## src/rtl/seq_count_rr_arb_up_dn.sv

```systemverilog
// Round-robin arbiter sharing one registered up/down counter among NREQ requesters.
// Define SEQ_COUNT_RR_ARB_SAT_EN to saturate at 0 and 2^WIDTH-1 instead of wrapping.
module seq_count_rr_arb_up_dn #(
    parameter int unsigned NREQ  = 4,
    parameter int unsigned WIDTH = 3,
    localparam int unsigned IDW  = (NREQ > 1) ? $clog2(NREQ) : 1
) (
    input  logic             clk,
    input  logic             reset,
    input  logic [NREQ-1:0]  req_val,
    input  logic [NREQ-1:0]  req_op,
    output logic [NREQ-1:0]  req_rdy,
    output logic             grant_val,
    output logic [IDW-1:0]   grant_id,
    output logic [WIDTH-1:0] out
);

    logic [WIDTH-1:0] counter_q, counter_d;
    logic [IDW-1:0]   ptr_q, ptr_d;

    logic             gnt_found;
    logic [IDW-1:0]   gnt_idx;
    logic [IDW:0]     arb_sum;
    logic [IDW-1:0]   arb_idx;
    logic             gnt_op;

    // Search from ptr upward, wrapping modulo NREQ; first valid requester wins.
    always_comb begin
        gnt_found = 1'b0;
        gnt_idx   = '0;
        arb_sum   = '0;
        arb_idx   = '0;
        for (int unsigned k = 0; k < NREQ; k++) begin
            arb_sum = {1'b0, ptr_q} + (IDW+1)'(k);
            if (arb_sum >= (IDW+1)'(NREQ)) begin
                arb_sum = arb_sum - (IDW+1)'(NREQ);
            end
            arb_idx = IDW'(arb_sum);
            if (!gnt_found && req_val[arb_idx]) begin
                gnt_found = 1'b1;
                gnt_idx   = arb_idx;
            end
        end
        if (reset) begin
            gnt_found = 1'b0;
            gnt_idx   = '0;
        end
    end

    assign gnt_op    = req_op[gnt_idx];
    assign grant_val = gnt_found;
    assign grant_id  = gnt_idx;
    assign req_rdy   = gnt_found ? (NREQ'(1) << gnt_idx) : '0;
    assign out       = counter_q;

    // Apply the single accepted command and rotate priority past the winner.
    always_comb begin
        counter_d = counter_q;
        ptr_d     = ptr_q;
        if (gnt_found) begin
            ptr_d = (gnt_idx == IDW'(NREQ - 1)) ? '0 : gnt_idx + IDW'(1);
`ifdef SEQ_COUNT_RR_ARB_SAT_EN
            if (!gnt_op && (counter_q != '1)) begin
                counter_d = counter_q + WIDTH'(1);
            end else if (gnt_op && (counter_q != '0)) begin
                counter_d = counter_q - WIDTH'(1);
            end
`else
            if (!gnt_op) begin
                counter_d = counter_q + WIDTH'(1);
            end else begin
                counter_d = counter_q - WIDTH'(1);
            end
`endif
        end
    end

    always_ff @(posedge clk) begin
        if (reset) begin
            counter_q <= '0;
            ptr_q     <= '0;
        end else begin
            counter_q <= counter_d;
            ptr_q     <= ptr_d;
        end
    end

endmodule

```

## config.mk

```make
export PLATFORM = sky130hd
export DESIGN_NAME = seq_count_rr_arb_up_dn
export DESIGN_NICKNAME = d
export VERILOG_FILES = /design/src/rtl/seq_count_rr_arb_up_dn.sv
export SDC_FILE = /design/constraint.sdc
export NUM_CORES = 1
export LEC_CHECK = 0
export CAP_MARGIN = 5
export CORE_AREA = 8 8 45 47
export CTS_CLUSTER_SIZE = 10
export DETAILED_ROUTE_END_ITERATION = 10
export DIE_AREA = 0 0 53 55
export PLACE_DENSITY_LB_ADDON = 0.2
export RECOVER_POWER = 25
export SYNTH_ARGS = -nofsm -noshare
export SYNTH_HDL_FRONTEND = slang
export SYNTH_SLANG_ARGS = --single-unit
```

## constraint.sdc

```tcl
create_clock -name clk -period 5.8 [get_ports clk]
set_input_delay 1.16 -clock clk [delete_from_list [all_inputs] [get_ports clk]]
set_output_delay 1.16 -clock clk [all_outputs]
set_load 0.03 [all_outputs]
```

# ---- Yosys cells after proc, flatten, opt, wreduce, memory -nomap -nowiden
# Index checks and enable logic that the tools add are counted.
dict set report word_totals {
  regBits 5
  input_bits 10
  output_inout_bits 10
  wordCells 56
}
dict set report classes {
  addsub 10
  order_cmp 9
  eq_ne 1
  shift 1
  n_mux 27
  reduce_logical 6
}
# cell count
set ops {}
lappend ops {{$mux W2} 10}
lappend ops {{$lt A2 B3 Y1 const B} 5}
lappend ops {{$bmux W1 S2} 5}
lappend ops {{$mux W1} 10}
lappend ops {{$ge A3 B3 Y1 const B} 3}
lappend ops {{$sub A2 B1 Y2 const B} 4}
lappend ops {{$add A2 B2 Y3 const B} 2}
lappend ops {{$mux W4} 1}
lappend ops {{$shl A1 B2 Y4 const A} 1}
lappend ops {{$add A2 B1 Y3 const B} 1}
lappend ops {{$add A3 B1 Y3 const B} 1}
lappend ops {{$ge A2 B3 Y1 const B} 1}
lappend ops {{$logic_and A1 B1 Y1} 3}
lappend ops {{$logic_not A1 Y1} 3}
lappend ops {{$mux W3} 1}
lappend ops {{$sub A3 B1 Y3 const B} 1}
lappend ops {{$add A2 B1 Y2 const B} 1}
lappend ops {{$eq A2 B2 Y1 const B} 1}

# ---- Depth between registers and ports, before layout
# Gate-level depths: netlist (run 1).
dict set report logic_depth {
  ltp_word 18
  mapped_depth 8
}

# ---- Least setup slack after synthesis (run 1)
# No wires, ideal clock.
dict set report synth_timing {
  path_kind {input -> output}
  start {input port req_val[1]}
  end {output port req_rdy[2]}
  arrival_ns 3.018
  slack_ns 1.622
  cell_stages 6
  path_buffers 0
  cell_sequence {nor4_2 > nor2_2 > nor4b_2 > inv_1 > ha_1 > and2_1}
}
dict set report synth_via {
  elab_cells_between_ends 26
  classes_between {shift (1); mux (19); reduce/logical (6)}
}
# item line
set synth_lines {}
lappend synth_lines {{from (decl)} 10} ;# input logic [NREQ-1:0] req_val,
lappend synth_lines {{$bmux W1 S2} 39} ;# if (!gnt_found && req_val[arb_idx]) begin
lappend synth_lines {{$mux W1 (implied by the code)} 39}
lappend synth_lines {{$mux W1} 39}
lappend synth_lines {{$logic_not A1 Y1} 39}
lappend synth_lines {{$logic_and A1 B1 Y1} 39}
lappend synth_lines {{$mux W1} 39}
lappend synth_lines {{$logic_not A1 Y1} 39}
lappend synth_lines {{$logic_and A1 B1 Y1} 39}
lappend synth_lines {{$mux W1} 39}
lappend synth_lines {{$logic_not A1 Y1} 39}
lappend synth_lines {{$logic_and A1 B1 Y1} 39}
lappend synth_lines {{$mux W1 (*)} 39}
lappend synth_lines {{$mux W1 (*)} 44} ;# if (reset) begin
lappend synth_lines {{via grant_val} 13} ;# output logic grant_val,
lappend synth_lines {{$mux W4 (*)} 53} ;# assign req_rdy = gnt_found ? (NREQ'(1) << gnt_idx) : '0;
lappend synth_lines {{to (decl)} 12} ;# output logic [NREQ-1:0] req_rdy,
# Mark *: on every way through the listed nets, which the timed path passes. The rest lies on a longest branch. The select of a mux whose other input is x is not followed.

# ---- Worst setup path in the final report (run 1)
dict set report layout_timing {
  start {input port req_val[3]}
  end {output port req_rdy[0]}
}
dict set report layout_via {
  elab_chain_cells 15
  elab_cells_between_ends 26
  classes_between {shift (1); mux (19); reduce/logical (6)}
}
# item line
set layout_rtl {}
lappend layout_rtl {{$bmux W1 S2} 39}
lappend layout_rtl {{$mux W1 (implied by the code)} 39}
lappend layout_rtl {{$mux W1} 39}
lappend layout_rtl {{$logic_not A1 Y1} 39}
lappend layout_rtl {{$logic_and A1 B1 Y1} 39}
lappend layout_rtl {{$mux W1} 39}
lappend layout_rtl {{$logic_not A1 Y1} 39}
lappend layout_rtl {{$logic_and A1 B1 Y1} 39}
lappend layout_rtl {{$mux W1} 39}
lappend layout_rtl {{$logic_not A1 Y1} 39}
lappend layout_rtl {{$logic_and A1 B1 Y1} 39}
lappend layout_rtl {{$mux W2} 39}
lappend layout_rtl {{$mux W2} 44}
lappend layout_rtl {{$shl A1 B2 Y4} 53}
lappend layout_rtl {{$mux W4 (*)} 53}
# Every way passes the cells marked *; elsewhere a longest branch is shown, timed or not. The select of a mux whose other input is x is not followed.

==> flow_summary.json, run 1 <==
{
  "cp.required_ns": 4.64,
  "synthToLayoutAreaGrowth_pct": 52.5,
  "setup_viol": 0,
  "fp.dieH_um": 55,
  "async_reset_ff_share_pct": 0,
  "grt_max_degree": 8,
  "vias": 402,
  "synth_seq_cells": 5,
  "yosysSeqAreaShare_pct": 22.2,
  "max_slew.worst_pin.slew_ns": 0.565,
  "rows": 14,
  "critPathMaxStageDelay_ns": 0.66,
  "antenna_found_initial": 0,
  "critPathLaunch": "req_val[3]",
  "reg2regPathDepth": 8,
  "relSlewSlack_pct": 62.0,
  "crit_fanout": 7,
  "peakVddDrop_mv": 0.144,
  "r2r-end": "out[2]",
  "syn_nets": 64,
  "layout-drive-gt1-share_pct": 9.72,
  "maxSlewViolCount": 0,
  "syn_area_per_cell_sq_um": 9.19,
  "crit_chain": "dlygate4sd3_1, nor4_2, nor2_2, nor4b_2, inv_1, ha_1, and2_1, clkdlybuf4s50_1",
  "cp.arrival_ns": 3.65,
  "cts_hold_buf": 0,
  "status": "finished, final reports clean",
  "first_pass_iters": 3,
  "clockBufferDepth": 2,
  "syn_area_sq_um": 450,
  "start_kind": "input port",
  "drt-total-wl_um": 1010,
  "nets": 88,
  "clk_pin_slew_ns": 0.04,
  "cts-resized-gates": 0,
  "hold_viol": 0,
  "ant_nets": 0,
  "stdcell_count": 88,
  "tns_ns": 0,
  "drc": 0,
  "port_buffers": 19,
  "worst_path_max_delay_cell": "clkdlybuf4s50_1",
  "final_core_util_pct": 49.6,
  "fin_area_sq_um": 687,
  "synth_cells": 49,
  "r2r-start": "ptr_q[1]",
  "synth_top_flop_cell": "dfxtp_1",
  "fmax_ghz": 0.208,
  "h-tree-depth": 1,
  "rsz0062_at_grt": "false",
  "die_w_um": 53,
  "place_area_sq_um": 661,
  "clock-sinks": 5,
  "worstHoldPathType": "flip-flop to flip-flop",
  "die_area_sq_um": 2920,
  "endpoint_kind": "output port",
  "timing.final.crit_share_pct": 82.9,
  "gr-total-overflow": 0,
  "crit_path_end": "req_rdy[0]",
  "postCtsSetupBuffers": 0,
  "diodes": 0,
  "synth_edf_count": 0,
  "core-area_sq_um": 1380,
  "wl_per_cell_um": 11.5,
  "drtIter0Drc": 6,
  "nFillCells": 141,
  "tritoncts": "built",
  "p_leak_nw": 0.283,
  "power_mw": 0.168,
  "multi_input_area_sq_um": 343,
  "gp_congestion": 0.743,
  "track_usage_pct": 7.38,
  "r2r_slack_ns": 3.32,
  "dp_cells": 84,
  "ys_warn_count": 0,
  "min_period_ns": 4.81,
  "place_hpwl_um": 867,
  "cap_violations": 0,
  "grt_pass1_vias": 383,
  "cts_root_buffer": "clkbuf_4",
  "ios": 20,
  "grt_pass1_wl_um": 1600,
  "crit_type": "input port to output port",
  "yosys.cell_types.count": 23,
  "seq_area_sq_um": 100,
  "vias_per_cell": 4.57,
  "fin_skew_ns": 0.000870,
  "setup_ws_ns": 0.991,
  "p_per_area_nw_per_um2": 245,
  "pre_cts_ws_ns": 0.983,
  "initial_core_util_pct": 32.5,
  "hold_ws_ns": 0.454,
  "cts_buffers": 3,
  "clk_latency_ns": 0.23
}
-- worst max-delay path: cells and delay by family --
family                     cells  cell delay, ns
buffers and inverters          3            1.38
and+or+nand+nor                4            0.99
adders and majority gates      1            0.13
-- routing by layer --
layer / global-route usage [%] / wire length, um
met1: 8.22 / 444
met2: 11.9 / 480
met3: 2.14 / 85
met4: 5.17 / 0
met5: 0 / 0
-- worst min-delay path by stage --
stage                     slack, ns      from  cells after the start  endpoint
after global placement         0.45    out[2]                      1    out[2]
after global routing           0.48    out[2]                      1    out[2]
final                          0.45    out[2]                      1    out[2]
after detailed placement       0.45    out[2]                      1    out[2]
after CTS                      0.46    out[2]                      1    out[2]
after floorplan                0.52  ptr_q[1]                      2  ptr_q[1]
-- cell families (layout without fill, tap and decap cells) --
logic type / after synthesis / in the layout / synth area share, %
adder cells (fa/ha/maj): 5 / 5 / 15.6
buffers and inverters: 2 / 25 / 1.67
AND/OR/NAND/NOR: 26 / 26 / 37.2
XOR/XNOR: 2 / 2 / 3.89
flip-flops: 5 / 5 / 22.2
AO/OA/AOI/OAI: 6 / 6 / 10.0
multiplexers: 3 / 3 / 9.44
-- cells in the mapped netlist, types with 2 or more instances --
master,count,area [sq um]
mux2i_1,2,20.0
xor2_1,2,17.5
and2_1,4,25.0
dfxtp_1,5,100
ha_1,4,50.1
nand4bb_1,2,22.5
nand2_1,2,7.51
a21oi_1,2,10.0
inv_1,2,7.51
nand2b_1,6,37.5
nor2_1,6,22.5
-- where the power goes --
part	total (mW)	internal, mW	switching (mW)	leakage [nW]
clock network	0.0385	0.0259	0.0126	0.0150
registers	0.0491	0.0423	0.00682	0.0417
logic	0.0807	0.0375	0.0432	0.226
total	0.168	0.106	0.0626	0.283
-- registers in the layout, summed over array words and instances (netlist names) --
name and flops:
out 3, ptr_q 2
-- placed cells by master (no fill, tap or decap), drive strengths merged, types with 3 or more instances in the layout --
master | synthesis | layout
and2 | 4 | 4
ha | 4 | 4
clkdlybuf4s50 | 0 | 16
nor2 | 7 | 7
dlygate4sd3 | 0 | 3
clkbuf | 0 | 4
dfxtp | 5 | 5
nand2b | 6 | 6
-- cell type report --
cell class	count	share of cell area (%)
clock buffer	4	3.83
inverter	2	1.09
multi-input combinational	42	49.9
sequential	5	14.6
tap	16	2.91
timing repair buffer	19	27.7
Note: power is estimated with default switching activity, not from simulation.
==> run 2, diff against run 1 <==
==> constraint.sdc (replaced) <==
create_clock -name clk -period 4.7 [get_ports clk]
set_input_delay 0.94 -clock clk [delete_from_list [all_inputs] [get_ports clk]]
set_output_delay 0.94 -clock clk [all_outputs]
set_load 0.03 [all_outputs]
==> run 2 against run 1 <==
Against the previous run:
- die area did not move
- register-to-register slack got worse by 1.1 ns
- global-route usage fell by 1.3 points
- sequential power rose by 24%
- combinational power rose by 24%
- final cell count rose by 1.1%
- first-iteration DRC count rose by 67%
- critical path depth did not move
- worst hold slack improved by 0.0020 ns
- final area rose by 0.18%
- worst setup slack got worse by 0.60 ns
==> flow_summary.json, run 2 (synthesized netlist as in run 1, its figures left out) <==
{
  "start_kind": "input port",
  "setup_viol": 0,
  "vias_per_cell": 4.71,
  "tritoncts": "built",
  "min_to": "out[2]",
  "drc": 0,
  "core-area_sq_um": 1380,
  "r2r-end": "out[2]",
  "cp.arrival_ns": 3.36,
  "ant_nets": 0,
  "cp_num_buf_inv": 3,
  "vias": 419,
  "tns_ns": 0,
  "nets": 89,
  "initial_core_util_pct": 32.5,
  "worstHoldPathCells": 1,
  "first_pass_iters": 4,
  "postCtsSetupBuffers": 0,
  "final_core_util_pct": 49.7,
  "p_leak_nw": 0.286,
  "die_w_um": 53,
  "fin_skew_ns": 0.00191,
  "maxSlewViolCount": 0,
  "cap_violations": 0,
  "rsz0062_at_grt": "false",
  "synthToLayoutAreaGrowth_pct": 52.8,
  "status": "finished, final reports clean",
  "cts_hold_buf": 0,
  "endpoint_kind": "output port",
  "place_hpwl_um": 811,
  "clock-sinks": 5,
  "peakVddDrop_mv": 0.172,
  "layout_commonest_cell": "clkdlybuf4s50_1",
  "grt_pass1_vias": 356,
  "worst_path_max_delay_cell": "dlygate4sd3_1",
  "r2r-start": "ptr_q[1]",
  "fp.dieH_um": 55,
  "clk_latency_ns": 0.24,
  "h-tree-depth": 1,
  "worstHoldPathType": "flip-flop to flip-flop",
  "timing.final.crit_share_pct": 91.6,
  "layout-drive-gt1-share_pct": 9.59,
  "fmax_ghz": 0.232,
  "cts_root_buffer": "clkbuf_4",
  "r2r_slack_ns": 2.23,
  "port_buffers": 19,
  "hold_viol": 0,
  "relSlewSlack_pct": 68.0,
  "wl_per_cell_um": 10.8,
  "cts_buffers": 3,
  "path_delay_family": "buffers and inverters",
  "cts-resized-gates": 0,
  "dr_wl_met2_um": 452,
  "track_usage_pct": 6.07,
  "crit_fanout": 7,
  "clockBufferDepth": 2,
  "grt_pass1_wl_um": 1380,
  "die_area_sq_um": 2920,
  "diodes": 0,
  "grt_max_degree": 8,
  "max_slew.worst_pin.slew_ns": 0.479,
  "crit_chain": "dlygate4sd3_1, nor4_1, nor2_2, nor4b_2, inv_1, ha_1, and2_1, clkdlybuf4s50_1",
  "p_per_area_nw_per_um2": 305,
  "top_layer_used": "met4",
  "clk_pin_slew_ns": 0.04,
  "drtIter0Drc": 10,
  "critPathMaxStageDelay_ns": 0.63,
  "drt-total-wl_um": 965,
  "hold_start": "out[2]",
  "reg2regPathDepth": 8,
  "gp_congestion": 0.768,
  "wl_met3_um": 123,
  "cp.required_ns": 3.76,
  "drt-met1-wl_um": 372,
  "rows": 14,
  "critPathLaunch": "req_val[3]",
  "layout_common_cells": "clkdlybuf4s50_1 (17), nand2b_1 (6), nor2_1 (6)",
  "largest_reg_flops": 3,
  "ios": 20,
  "crit_type": "input port to output port",
  "gr-total-overflow": 0,
  "antenna_found_initial": 0,
  "min_period_ns": 4.30
}
run 2: cell count changes in the layout (fill, tap and decap cells not counted):
cell | previous run | this run
buf_4 | 0 | 1
clkdlybuf4s50_1 | 16 | 17
dlygate4sd3_1 | 3 | 2
nor4_1 | 0 | 1
nor4_2 | 1 | 0
run 2: area by class of cell:
| class | count | area [sq um] |
|---|---|---|
| fill | 132 | 696 |
| sequential | 5 | 100 |
| inverter | 2 | 7.51 |
| clock buffer | 4 | 26.3 |
| multi-input combinational | 42 | 337 |
| tap | 16 | 20.0 |
| timing repair buffer | 20 | 198 |
run 2: layer usage:
metal | vias to the layer above | global-route usage (%)
li1 | 220 | -
met1 | 177 | 6.86
met2 | 20 | 9.77
met3 | 2 | 1.87
met4 | 0 | 3.88
met5 | - | 0
run 2: report_power, final:
part / switching, mW / internal (mW)
sequential: 0.00854 / 0.0521
clock: 0.0167 / 0.0320
combinational: 0.0530 / 0.0475
run 2: worst max path at each step:
| stage | end | slack [ns] | cells after the start |
|---|---|---|---|
| after floorplan | req_rdy[2] | 0.96 | 6 |
| after global placement | req_rdy[0] | 0.39 | 8 |
| after detailed placement | req_rdy[0] | 0.39 | 8 |
| after CTS | req_rdy[0] | 0.38 | 8 |
| after global routing | req_rdy[0] | 0.21 | 8 |
| final | req_rdy[0] | 0.40 | 8 |
run 2: metrics by stage:
step / cell area [sq um] / worst slack [ns] / power (mW) / std cells / hold WS (ns)
final: 688 / 0.396 / 0.210 / 89 / 0.456
after global routing: 688 / 0.211 / 0.225 / 89 / 0.475
after CTS: 694 / 0.383 / 0.215 / 89 / 0.463
after detailed placement: 668 / 0.388 / 0.165 / 85 / 0.452
after global placement: 668 / 0.391 / 0.164 / 85 / 0.449
after floorplan: 450 / 0.962 / 0.123 / 49 / 0.524
